**src/rtl/game_pkg.sv**
```systemverilog
// Shared definitions for the game sequencer.
// Contents: state encoding, default lives count, command-vector bit
// indices and the state-to-command decode used by the sequencer.
package game_pkg;

    typedef enum logic [2:0] {
        StInit      = 3'd0,
        StSetup     = 3'd1,
        StPlayFpga  = 3'd2,
        StPlayUser  = 3'd3,
        StCheck     = 3'd4,
        StPenalty   = 3'd5,
        StNextRound = 3'd6,
        StResult    = 3'd7
    } state_t;

    localparam int unsigned LIVES_DEFAULT = 3;

    // Command vector layout: {r1, r2, e1, e2, e3, e4, sel}
    localparam int unsigned CMD_W   = 7;
    localparam int unsigned CMD_R1  = 6;
    localparam int unsigned CMD_R2  = 5;
    localparam int unsigned CMD_E1  = 4;
    localparam int unsigned CMD_E2  = 3;
    localparam int unsigned CMD_E3  = 2;
    localparam int unsigned CMD_E4  = 1;
    localparam int unsigned CMD_SEL = 0;

    // Commands that depend on the state alone; e3 is input-gated elsewhere.
    function automatic logic [CMD_W-1:0] cmd_decode(input state_t s);
        logic [CMD_W-1:0] c;
        c = '0;
        case (s)
            StInit: begin
                c[CMD_R1] = 1'b1;
                c[CMD_R2] = 1'b1;
            end
            StSetup:     c[CMD_R2] = 1'b1;
            StPlayFpga:  c[CMD_E1] = 1'b1;
            StPlayUser: begin
                c[CMD_E2]  = 1'b1;
                c[CMD_SEL] = 1'b1;
            end
            StNextRound: c[CMD_E4] = 1'b1;
            StResult:    c[CMD_SEL] = 1'b1;
            default:     c = '0;
        endcase
        return c;
    endfunction

endpackage

```
**src/rtl/game_sequencer_if.sv**
```systemverilog
// Sequencer <-> Datapath/LED bundle.
// Status from the Datapath: end_fpga, end_user, end_time, win, match.
// Commands to the Datapath: r1, r2, e1..e4, sel.
// Display outputs: lives, round, state, game_over, game_won.
// master = sequencer side, slave = Datapath/display side.
interface game_sequencer_if #(
    parameter int unsigned ROUND_W = 4
);
    logic               end_fpga;
    logic               end_user;
    logic               end_time;
    logic               win;
    logic               match;
    logic               r1;
    logic               r2;
    logic               e1;
    logic               e2;
    logic               e3;
    logic               e4;
    logic               sel;
    logic [1:0]         lives;
    logic [ROUND_W-1:0] round;
    logic [2:0]         state;
    logic               game_over;
    logic               game_won;

    modport master (
        input  end_fpga, end_user, end_time, win, match,
        output r1, r2, e1, e2, e3, e4, sel, lives, round, state, game_over, game_won
    );

    modport slave (
        output end_fpga, end_user, end_time, win, match,
        input  r1, r2, e1, e2, e3, e4, sel, lives, round, state, game_over, game_won
    );
endinterface

```
**src/rtl/game_sequencer_enter_edge.sv**
```systemverilog
// Enter switch synchroniser and rising-edge detector.
// Ports: clock_50 (clock), reset (async active-low), in (raw async level),
// pulse (one-cycle pulse, SYNC_STAGES+1 cycles after the rising edge).
// All flops reset to 1 so a switch held high through reset gives no pulse.
module enter_edge #(
    parameter int unsigned SYNC_STAGES = 2
) (
    input  logic clock_50,
    input  logic reset,
    input  logic in,
    output logic pulse
);
    logic [SYNC_STAGES-1:0] sync_q;
    logic                   edge_q;

    always_ff @(posedge clock_50 or negedge reset) begin
        if (!reset) begin
            sync_q <= '1;
            edge_q <= 1'b1;
        end else begin
            sync_q <= {sync_q[SYNC_STAGES-2:0], in};
            edge_q <= sync_q[SYNC_STAGES-1];
        end
    end

    assign pulse = sync_q[SYNC_STAGES-1] & ~edge_q;
endmodule

```
**src/rtl/game_sequencer.sv**
```systemverilog
// Game control FSM: sequences the Datapath through each round.
// Ports: clock_50, reset (async active-low), enter (raw switch), bus
// (game_sequencer_if.master: Datapath status in, commands/display out).
// Adds lives with round retry and a saturating round counter.
module game_sequencer
    import game_pkg::*;
#(
    parameter int unsigned LIVES       = LIVES_DEFAULT,
    parameter int unsigned ROUND_W     = 4,
    parameter int unsigned SYNC_STAGES = 2
) (
    input  logic                clock_50,
    input  logic                reset,
    input  logic                enter,
    game_sequencer_if.master    bus
);
    localparam logic [1:0] LivesInit = LIVES[1:0];

    logic               enter_pulse;
    state_t             state_q, state_d;
    logic [1:0]         lives_q, lives_d;
    logic [ROUND_W-1:0] round_q, round_d;
    logic               over_q, over_d;
    logic               won_q, won_d;
    logic               e3;
    logic [CMD_W-1:0]   cmd;

    enter_edge #(
        .SYNC_STAGES (SYNC_STAGES)
    ) u_enter_edge (
        .clock_50 (clock_50),
        .reset    (reset),
        .in       (enter),
        .pulse    (enter_pulse)
    );

    always_ff @(posedge clock_50 or negedge reset) begin
        if (!reset) begin
            state_q <= StInit;
            lives_q <= LivesInit;
            round_q <= '0;
            over_q  <= 1'b0;
            won_q   <= 1'b0;
        end else begin
            state_q <= state_d;
            lives_q <= lives_d;
            round_q <= round_d;
            over_q  <= over_d;
            won_q   <= won_d;
        end
    end

    always_comb begin
        state_d = state_q;
        lives_d = lives_q;
        round_d = round_q;
        over_d  = over_q;
        won_d   = won_q;
        e3      = 1'b0;
        case (state_q)
            StInit: begin
                if (enter_pulse) begin
                    state_d = StSetup;
                    lives_d = LivesInit;
                    round_d = '0;
                end
            end
            StSetup:    state_d = StPlayFpga;
            StPlayFpga: if (bus.end_fpga) state_d = StPlayUser;
            StPlayUser: begin
                // Timeout wins over a simultaneous entry; that entry is dropped.
                if (bus.end_time) begin
                    state_d = StPenalty;
                end else if (enter_pulse) begin
                    e3      = 1'b1;
                    state_d = StCheck;
                end
            end
            StCheck: begin
                if (!bus.match)       state_d = StPenalty;
                else if (bus.end_user) state_d = StNextRound;
                else                  state_d = StPlayUser;
            end
            StPenalty: begin
                lives_d = lives_q - 2'd1;
                if (lives_q == 2'd1) begin
                    state_d = StResult;
                    over_d  = 1'b1;
                end else begin
                    state_d = StSetup;
                end
            end
            StNextRound: begin
                if (round_q != '1) round_d = round_q + 1'b1;
                if (bus.win) begin
                    state_d = StResult;
                    won_d   = 1'b1;
                end else begin
                    state_d = StSetup;
                end
            end
            StResult: begin
                if (enter_pulse) begin
                    state_d = StInit;
                    over_d  = 1'b0;
                    won_d   = 1'b0;
                end
            end
            default: state_d = StInit;
        endcase
    end

    assign cmd = cmd_decode(state_q);

    assign bus.r1        = cmd[CMD_R1];
    assign bus.r2        = cmd[CMD_R2];
    assign bus.e1        = cmd[CMD_E1];
    assign bus.e2        = cmd[CMD_E2];
    assign bus.e3        = e3;
    assign bus.e4        = cmd[CMD_E4];
    assign bus.sel       = cmd[CMD_SEL];
    assign bus.lives     = lives_q;
    assign bus.round     = round_q;
    assign bus.state     = state_q;
    assign bus.game_over = over_q;
    assign bus.game_won  = won_q;
endmodule

```
**src/flat_wrapper.sv**
```systemverilog
// flat-port wrapper written by rule: the top's interface ports become plain ports
module game_sequencer_flat import game_pkg::*;
#(
    parameter int unsigned LIVES       = LIVES_DEFAULT,
    parameter int unsigned ROUND_W     = 4,
    parameter int unsigned SYNC_STAGES = 2
)
  (clock_50, reset, enter, bus_end_fpga, bus_end_user, bus_end_time, bus_win, bus_match, bus_r1, bus_r2, bus_e1, bus_e2, bus_e3, bus_e4, bus_sel, bus_lives, bus_round, bus_state, bus_game_over, bus_game_won);
  game_sequencer_if #(.ROUND_W(ROUND_W)) bus_i ();
  input  logic clock_50;
  input  logic reset;
  input  logic enter;
  input wire logic [$bits(bus_i.end_fpga)-1:0] bus_end_fpga;
  input wire logic [$bits(bus_i.end_user)-1:0] bus_end_user;
  input wire logic [$bits(bus_i.end_time)-1:0] bus_end_time;
  input wire logic [$bits(bus_i.win)-1:0] bus_win;
  input wire logic [$bits(bus_i.match)-1:0] bus_match;
  output wire logic [$bits(bus_i.r1)-1:0] bus_r1;
  output wire logic [$bits(bus_i.r2)-1:0] bus_r2;
  output wire logic [$bits(bus_i.e1)-1:0] bus_e1;
  output wire logic [$bits(bus_i.e2)-1:0] bus_e2;
  output wire logic [$bits(bus_i.e3)-1:0] bus_e3;
  output wire logic [$bits(bus_i.e4)-1:0] bus_e4;
  output wire logic [$bits(bus_i.sel)-1:0] bus_sel;
  output wire logic [$bits(bus_i.lives)-1:0] bus_lives;
  output wire logic [$bits(bus_i.round)-1:0] bus_round;
  output wire logic [$bits(bus_i.state)-1:0] bus_state;
  output wire logic [$bits(bus_i.game_over)-1:0] bus_game_over;
  output wire logic [$bits(bus_i.game_won)-1:0] bus_game_won;
  assign bus_i.end_fpga = bus_end_fpga;
  assign bus_i.end_user = bus_end_user;
  assign bus_i.end_time = bus_end_time;
  assign bus_i.win = bus_win;
  assign bus_i.match = bus_match;
  assign bus_r1 = bus_i.r1;
  assign bus_r2 = bus_i.r2;
  assign bus_e1 = bus_i.e1;
  assign bus_e2 = bus_i.e2;
  assign bus_e3 = bus_i.e3;
  assign bus_e4 = bus_i.e4;
  assign bus_sel = bus_i.sel;
  assign bus_lives = bus_i.lives;
  assign bus_round = bus_i.round;
  assign bus_state = bus_i.state;
  assign bus_game_over = bus_i.game_over;
  assign bus_game_won = bus_i.game_won;
  game_sequencer #(.LIVES(LIVES), .ROUND_W(ROUND_W), .SYNC_STAGES(SYNC_STAGES)) u_core (.clock_50(clock_50), .reset(reset), .enter(enter), .bus(bus_i));
endmodule
```
**config.mk**
```make
export PLATFORM = sky130hd
export DESIGN_NAME = game_sequencer_flat
export DESIGN_NICKNAME = d
export VERILOG_FILES = /design/src/rtl/game_pkg.sv /design/src/rtl/game_sequencer_if.sv /design/src/rtl/game_sequencer_enter_edge.sv /design/src/rtl/game_sequencer.sv /design/src/flat_wrapper.sv
export SDC_FILE = /design/constraint.sdc
export NUM_CORES = 1
export LEC_CHECK = 0
export BUFFER_PORTS_ARGS = -buffer_cell sky130_fd_sc_hd__buf_2
export CORE_ASPECT_RATIO = 1.1
export CORE_MARGIN = 2
export CORE_UTILIZATION = 53
export DETAILED_ROUTE_END_ITERATION = 10
export GPL_ROUTABILITY_DRIVEN = 1
export MAX_ROUTING_LAYER = met4
export PLACE_DENSITY = 0.86
export SLEW_MARGIN = 20
export SYNTH_ARGS = -nofsm -noshare
export SYNTH_HDL_FRONTEND = slang
export SYNTH_SLANG_ARGS = --single-unit
```
**constraint.sdc**
```tcl
create_clock -name clock_50 -period 4.46 [get_ports clock_50]
set_input_delay 0.892 -clock clock_50 [delete_from_list [all_inputs] [get_ports clock_50]]
set_output_delay 0.892 -clock clock_50 [all_outputs]
set_load 0.02 [all_outputs]
```
# [Yosys cells after proc, flatten, opt, wreduce, memory -nomap -nowiden]
# Index checks and enable logic that the tools add are counted.
[word_totals] word_cells=68 regBits=14
[classes] n_addsub=2 mux=29 n_reduce_logical=12 n_eq_ne=16 bitwise_logic=2
[ops] op="3-bit two-way mux" count=9
[ops] op="3-bit case mux with 8 select lines" count=1
[ops] op="3-bit == test, second input constant" count=4
[ops] op="1-bit two-way mux" count=12
[ops] op="3-bit AND reduction" count=3
[ops] op="4-bit two-way mux" count=2
[ops] op="2-bit by 1-bit inequality test with 1-bit output, second input constant" count=4
[ops] op="4-bit case mux with 2 select lines" count=1
[ops] op="2-bit nonzero test" count=4
[ops] op="3-bit by 2-bit == test with 1-bit output, second input constant" count=2
[ops] op="4-bit by 1-bit adder with 4-bit output, second input constant" count=1
[ops] op="2-bit inequality test, second input constant" count=2
[ops] op="4-bit inequality test, second input constant" count=1
[ops] op="1-bit case mux with 2 select lines" count=2
[ops] op="2-bit case mux with 2 select lines" count=1
[ops] op="4-bit AND reduction" count=1
[ops] op="2-bit OR reduction" count=2
[ops] op="3-bit by 1-bit == test with 1-bit output, second input constant" count=1
[ops] op="3-bit logical NOT" count=1
[ops] op="3-bit by 2-bit inequality test with 1-bit output, second input constant" count=1
[ops] op="2-bit by 1-bit == test with 1-bit output, second input constant" count=1
[ops] op="2-bit two-way mux" count=1
[ops] op="2-bit AND reduction" count=1
[ops] op="2-bit by 1-bit subtractor with 2-bit output, second input constant" count=1
[ops] op="2 further kinds" count=2

# [Logic depth before layout (Yosys ltp)]
[logic_depth] word_depth=5 ltp_mapped=6 mapped_depth_nobuf=6

# [By module]
# A second synthesis with hierarchy kept.
[hier_totals] hier_cells=91 hier_area_um2=922.1
[modules_own_cells] mod="game_sequencer" cells_per_inst=87 area_per_inst_um2=829.5 seq_area_each_um2=277.8 instances=1
[modules_own_cells] mod="enter_edge" cells_per_inst=4 area_per_inst_um2=92.6 seq_area_each_um2=78.8 instances=1

# [Worst setup path after synthesis]
# Ideal clock, no wire load.
[synth_timing] path_type="input to output" start="in bus_end_time" end="out bus_e3" stages=1 path_buffers=0 path_slack_ns=1.966 t_required_ns=3.568 arrival_ns=1.602 path_cell_list="nor4_1"
[synth_via] elab_chain_len=2
[synth_rtl] element="from (decl)" line="flat_wrapper.sv:15" rtl="input wire logic [$bits(bus_i.end_time)-1:0] bus_end_time;"
[synth_rtl] element="1-bit two-way mux" line="game_sequencer.sv:72" rtl="if (bus.end_time) begin"
[synth_rtl] element="1-bit two-way mux" line="game_sequencer.sv:60" rtl="case (state_q)"
[synth_rtl] element="to (decl)" line="flat_wrapper.sv:22" rtl="output wire logic [$bits(bus_i.e3)-1:0] bus_e3;"
# Every way passes these cells.

# [Worst setup path after layout]
[layout_timing] start="reg u_core.state_q[1] (netlist: u_core.bus.state[1])" end="out bus_e3"
[layout_via] elab_chain_len=2
[layout_rtl] element="from (decl)" line="game_sequencer.sv:20" rtl="state_t state_q, state_d;"
[layout_rtl] element="from (signal assigned)" line="game_sequencer.sv:39" rtl="state_q <= StInit;"
[layout_rtl] element="from (signal assigned)" line="game_sequencer.sv:45" rtl="state_q <= state_d;"
[layout_rtl] element="3-bit by 2-bit == test with 1-bit output" line="game_sequencer.sv:60"
[layout_rtl] element="1-bit two-way mux" line="game_sequencer.sv:60"
# Every way passes these cells.

==> results.py <==
metrics = {
    "synthesis": {
        "syn_nets": 97,
        "synth_compound_area_frac": 0.238,
        "synthCells": 87,
        "synth_top_area_frac": 0.266,
        "synth_seq_cells": 14,
        "synth_area_leaders": "dfrtp_1 27%, dfstp_2 16%, nor2_1 4.4%",
        "synthDistinctLibCells": 36,
        "synth-xor-area-share": 0.0207,
        "synth_top_family_by_area": "compound AO/OA/AOI/OAI gates",
        "ys_seq_area_frac": 0.421,
        "synth_area_sq_um": 847,
        "synth_mux_area_frac": 0.0355,
        "yosys.area.top_type": "dfrtp_1",
        "yosysWarnings": 0,
        "synthAdderAreaFrac": 0.0295,
        "synth-simple-area-share": 0.192,
        "avgSynthCellArea_sq_um": 9.74,
    },
    "route": {
        "drt-total-wl_um": 1900,
        "wire_per_inst_um": 14.7,
        "drc": 0,
        "drtIter0Drc": 14,
        "vias": 764,
        "antenna_left": 0,
        "first_pass_iters": 4,
        "viasPerCell": 5.92,
    },
    "placed_design": {
        "dp.cells": 125,
        "io_buffers": 25,
        "routabilityCongestion": 0.930,
        "place_hpwl_um": 1440,
        "dpl_worst_slack_ps": 2120,
    },
    "final_layout": {
        "layout-drive-gt1-share": 0.393,
        "syn2layout_area_growth_pct": 17.4,
        "instances_no_fill": 129,
        "num-nets-final": 123,
        "fill_cells": 146,
        "antenna_cells": 0,
    },
    "sta": {
        "slew_violations": 0,
        "fmax_ghz": 0.376,
        "finalCritPeriodShare": 0.597,
        "tightest_slew_ps": 643,
        "setup_violations": 0,
        "rsz0062_at_grt": "false",
        "tns_ps": 0,
        "slew_headroom": 0.571,
        "layout_setup_ws_ps": 1800,
        "finalCriticalPeriod_ps": 2660,
        "hold_viol": 0,
        "finClkSkew_ps": 13.7,
    },
    "clocking": {
        "clk_latency_ps": 290,
        "cts_setup_buffers": 0,
        "cts_resized": 0,
        "clock_path_buffers": 2,
        "clk_pin_slew_worst_paths_ps": 100,
        "clkSinkCount": 14,
        "cts_root_buf": "clkbuf_4",
        "post_cts_hold_buffer_count": 0,
        "h-tree-depth": 1,
        "numCtsBuffers": 3,
        "cts_tree": "done",
    },
    "floorplan": {
        "dieArea_sq_mm": 0.00193,
        "initial_core_util": 0.550,
        "rows": 15,
        "ios": 26,
        "chipHeight_um": 45.9,
        "die_x_um": 42.1,
        "coreArea_sq_mm": 0.00154,
    },
    "min_path": {
        "hp-class": "flip-flop to flip-flop",
        "worstHoldPathCells": 0,
        "min_to": "u_core.u_enter_edge.sync_q[1]",
        "min_from": "u_core.u_enter_edge.sync_q[0]",
    },
    "worst_setup_path": {
        "critPathLaunchType": "flip-flop",
        "cp.required_ps": 3570,
        "endpoint_kind": "primary output",
        "reg2reg_depth": 4,
        "crit_type": "flip-flop to primary output",
        "cp_data_arrival_time_ps": 1770,
        "path_cells": "nand2b_1 > nor4_1 > buf_2",
        "r2r-start": "u_core.bus.state[1]",
        "cp_max_fo": 20,
        "rrSetupSlack_ps": 2730,
        "slowest_stage": "dfrtp_1",
        "slowest_delay_ps": 770,
        "r2r-end": "u_core.bus.state[1]",
    },
    "global_route": {
        "grt_antenna_before_repair": 0,
        "overflow": 0,
        "grt_max_degree": 21,
        "track_usage": 0.236,
        "grt_pass1_vias": 726,
        "grt_pass1_wl_um": 3250,
    },
    "flow_run": {
        "max_cap_viol_count": 0,
    },
    "power_and_ir_drop": {
        "p_leak_nw": 0.488,
        "power.density_mw_per_mm2": 715,
        "ir_worst_vdd_uv": 345,
    },
    "run_status": {
        "status": "complete, no violations",
    },
}
==> cell usage in the layout (no fill, tap or decap), types with 3 or more instances in the layout <==
| cell type | synthesis | layout |
|---|---|---|
| a21oi_1 | 5 | 5 |
| inv_1 | 5 | 5 |
| o21ai_0 | 7 | 7 |
| clkbuf_4 | 0 | 3 |
| buf_2 | 1 | 25 |
| nand2b_1 | 4 | 4 |
| dfstp_2 | 5 | 5 |
| dfrtp_1 | 9 | 9 |
| nand2_1 | 4 | 4 |
| nor2_1 | 10 | 10 |
==> cells in the mapped netlist <==
cell type	n
nor4_1	1
nor2_1	10
a21o_1	2
a21o_2	1
a31oi_1	2
inv_1	5
a22o_1	2
a22oi_1	1
xnor2_1	2
buf_2	1
and2_4	1
nand4_1	1
nand3_1	1
ha_1	2
nand3b_4	1
a31oi_2	1
buf_6	2
o21ai_1	1
nand2b_1	4
dfrtp_1	9
a221oi_1	2
o22ai_1	2
nor2_2	1
a311oi_2	1
mux2_4	2
and2_1	1
nor3_2	1
a21oi_1	5
o21ai_0	7
nand2_1	4
a21oi_2	1
buf_4	1
a2111oi_0	1
nor2b_1	1
nor3_1	2
dfstp_2	5
==> final cells by class <==
type,instances,area (sq um),share of cell area
Multi-Input combinational cell,64,437,0.439
Sequential cell,14,357,0.358
Timing Repair Buffer,25,125,0.126
Clock buffer,4,36.3,0.0365
Tap cell,17,21.3,0.0214
Inverter,5,18.8,0.0189
==> through the flow <==
| stage | cell area (sq um) | hold WS (ps) | utilization | total power (W) |
|---|---|---|---|---|
| 6_report | 995 | 358 | 0.646 | 0.000712 |
| 5_1_grt | 995 | 362 | 0.646 | 0.000766 |
| 4_1_cts | 995 | 360 | 0.646 | 0.000717 |
| 3_5_place_dp | 958 | 348 | 0.623 | 0.000621 |
| 3_3_place_gp | 958 | 347 | 0.623 | 0.000602 |
| 2_1_floorplan | 847 | 345 | - | 0.000534 |
==> worst max path at each step <==
stage                              from  endpoint  slack [ps]  cells after the start
floorplan                  bus_end_time    bus_e3        1970                      1
global placement           bus_end_time    bus_e3        2130                      3
detailed placement         bus_end_time    bus_e3        2120                      3
CTS                 u_core.bus.state[1]    bus_e3        1800                      3
global route        u_core.bus.state[1]    bus_e3        1620                      3
finish              u_core.bus.state[1]    bus_e3        1800                      3
==> cell families after synthesis <==
group / after synthesis
fa+ha+maj: 2
mux: 2
compound gates: 29
xor+xnor: 2
flops: 14
buf+inv: 9
simple gates: 29
==> report_power, final <==
part	switching (W)	internal, W	total (W)
clock network	0.0000440	0.0000497	0.0000937
logic	0.000200	0.000159	0.000360
registers	0.0000902	0.000168	0.000258
total	0.000335	0.000377	0.000712
==> worst max-delay path: cells and delay by family, from the launching register on <==
family | cells | cell delay, ps
buf+inv | 1 | 210
simple gates | 2 | 500
flops | 1 | 770
==> metal layers <==
layer / vias up / part of all wire / track usage
li1: 367 / - / -
met1: 364 / 0.40 / 0.274
met2: 29 / 0.53 / 0.413
met3: 4 / 0.053 / 0.0278
met4: 0 / 0.014 / 0.113
met5: - / 0 / -
==> registers in the layout (all words and copies together) (netlist names) <==
name,count
u_core.bus.round,4
u_core.bus.game_over,1
u_core.u_enter_edge.sync_q,2
u_core.bus.state,3
u_core.bus.lives,2
u_core.u_enter_edge.edge_q,1
u_core.bus.game_won,1
Note: power is estimated with default switching activity, not from simulation.
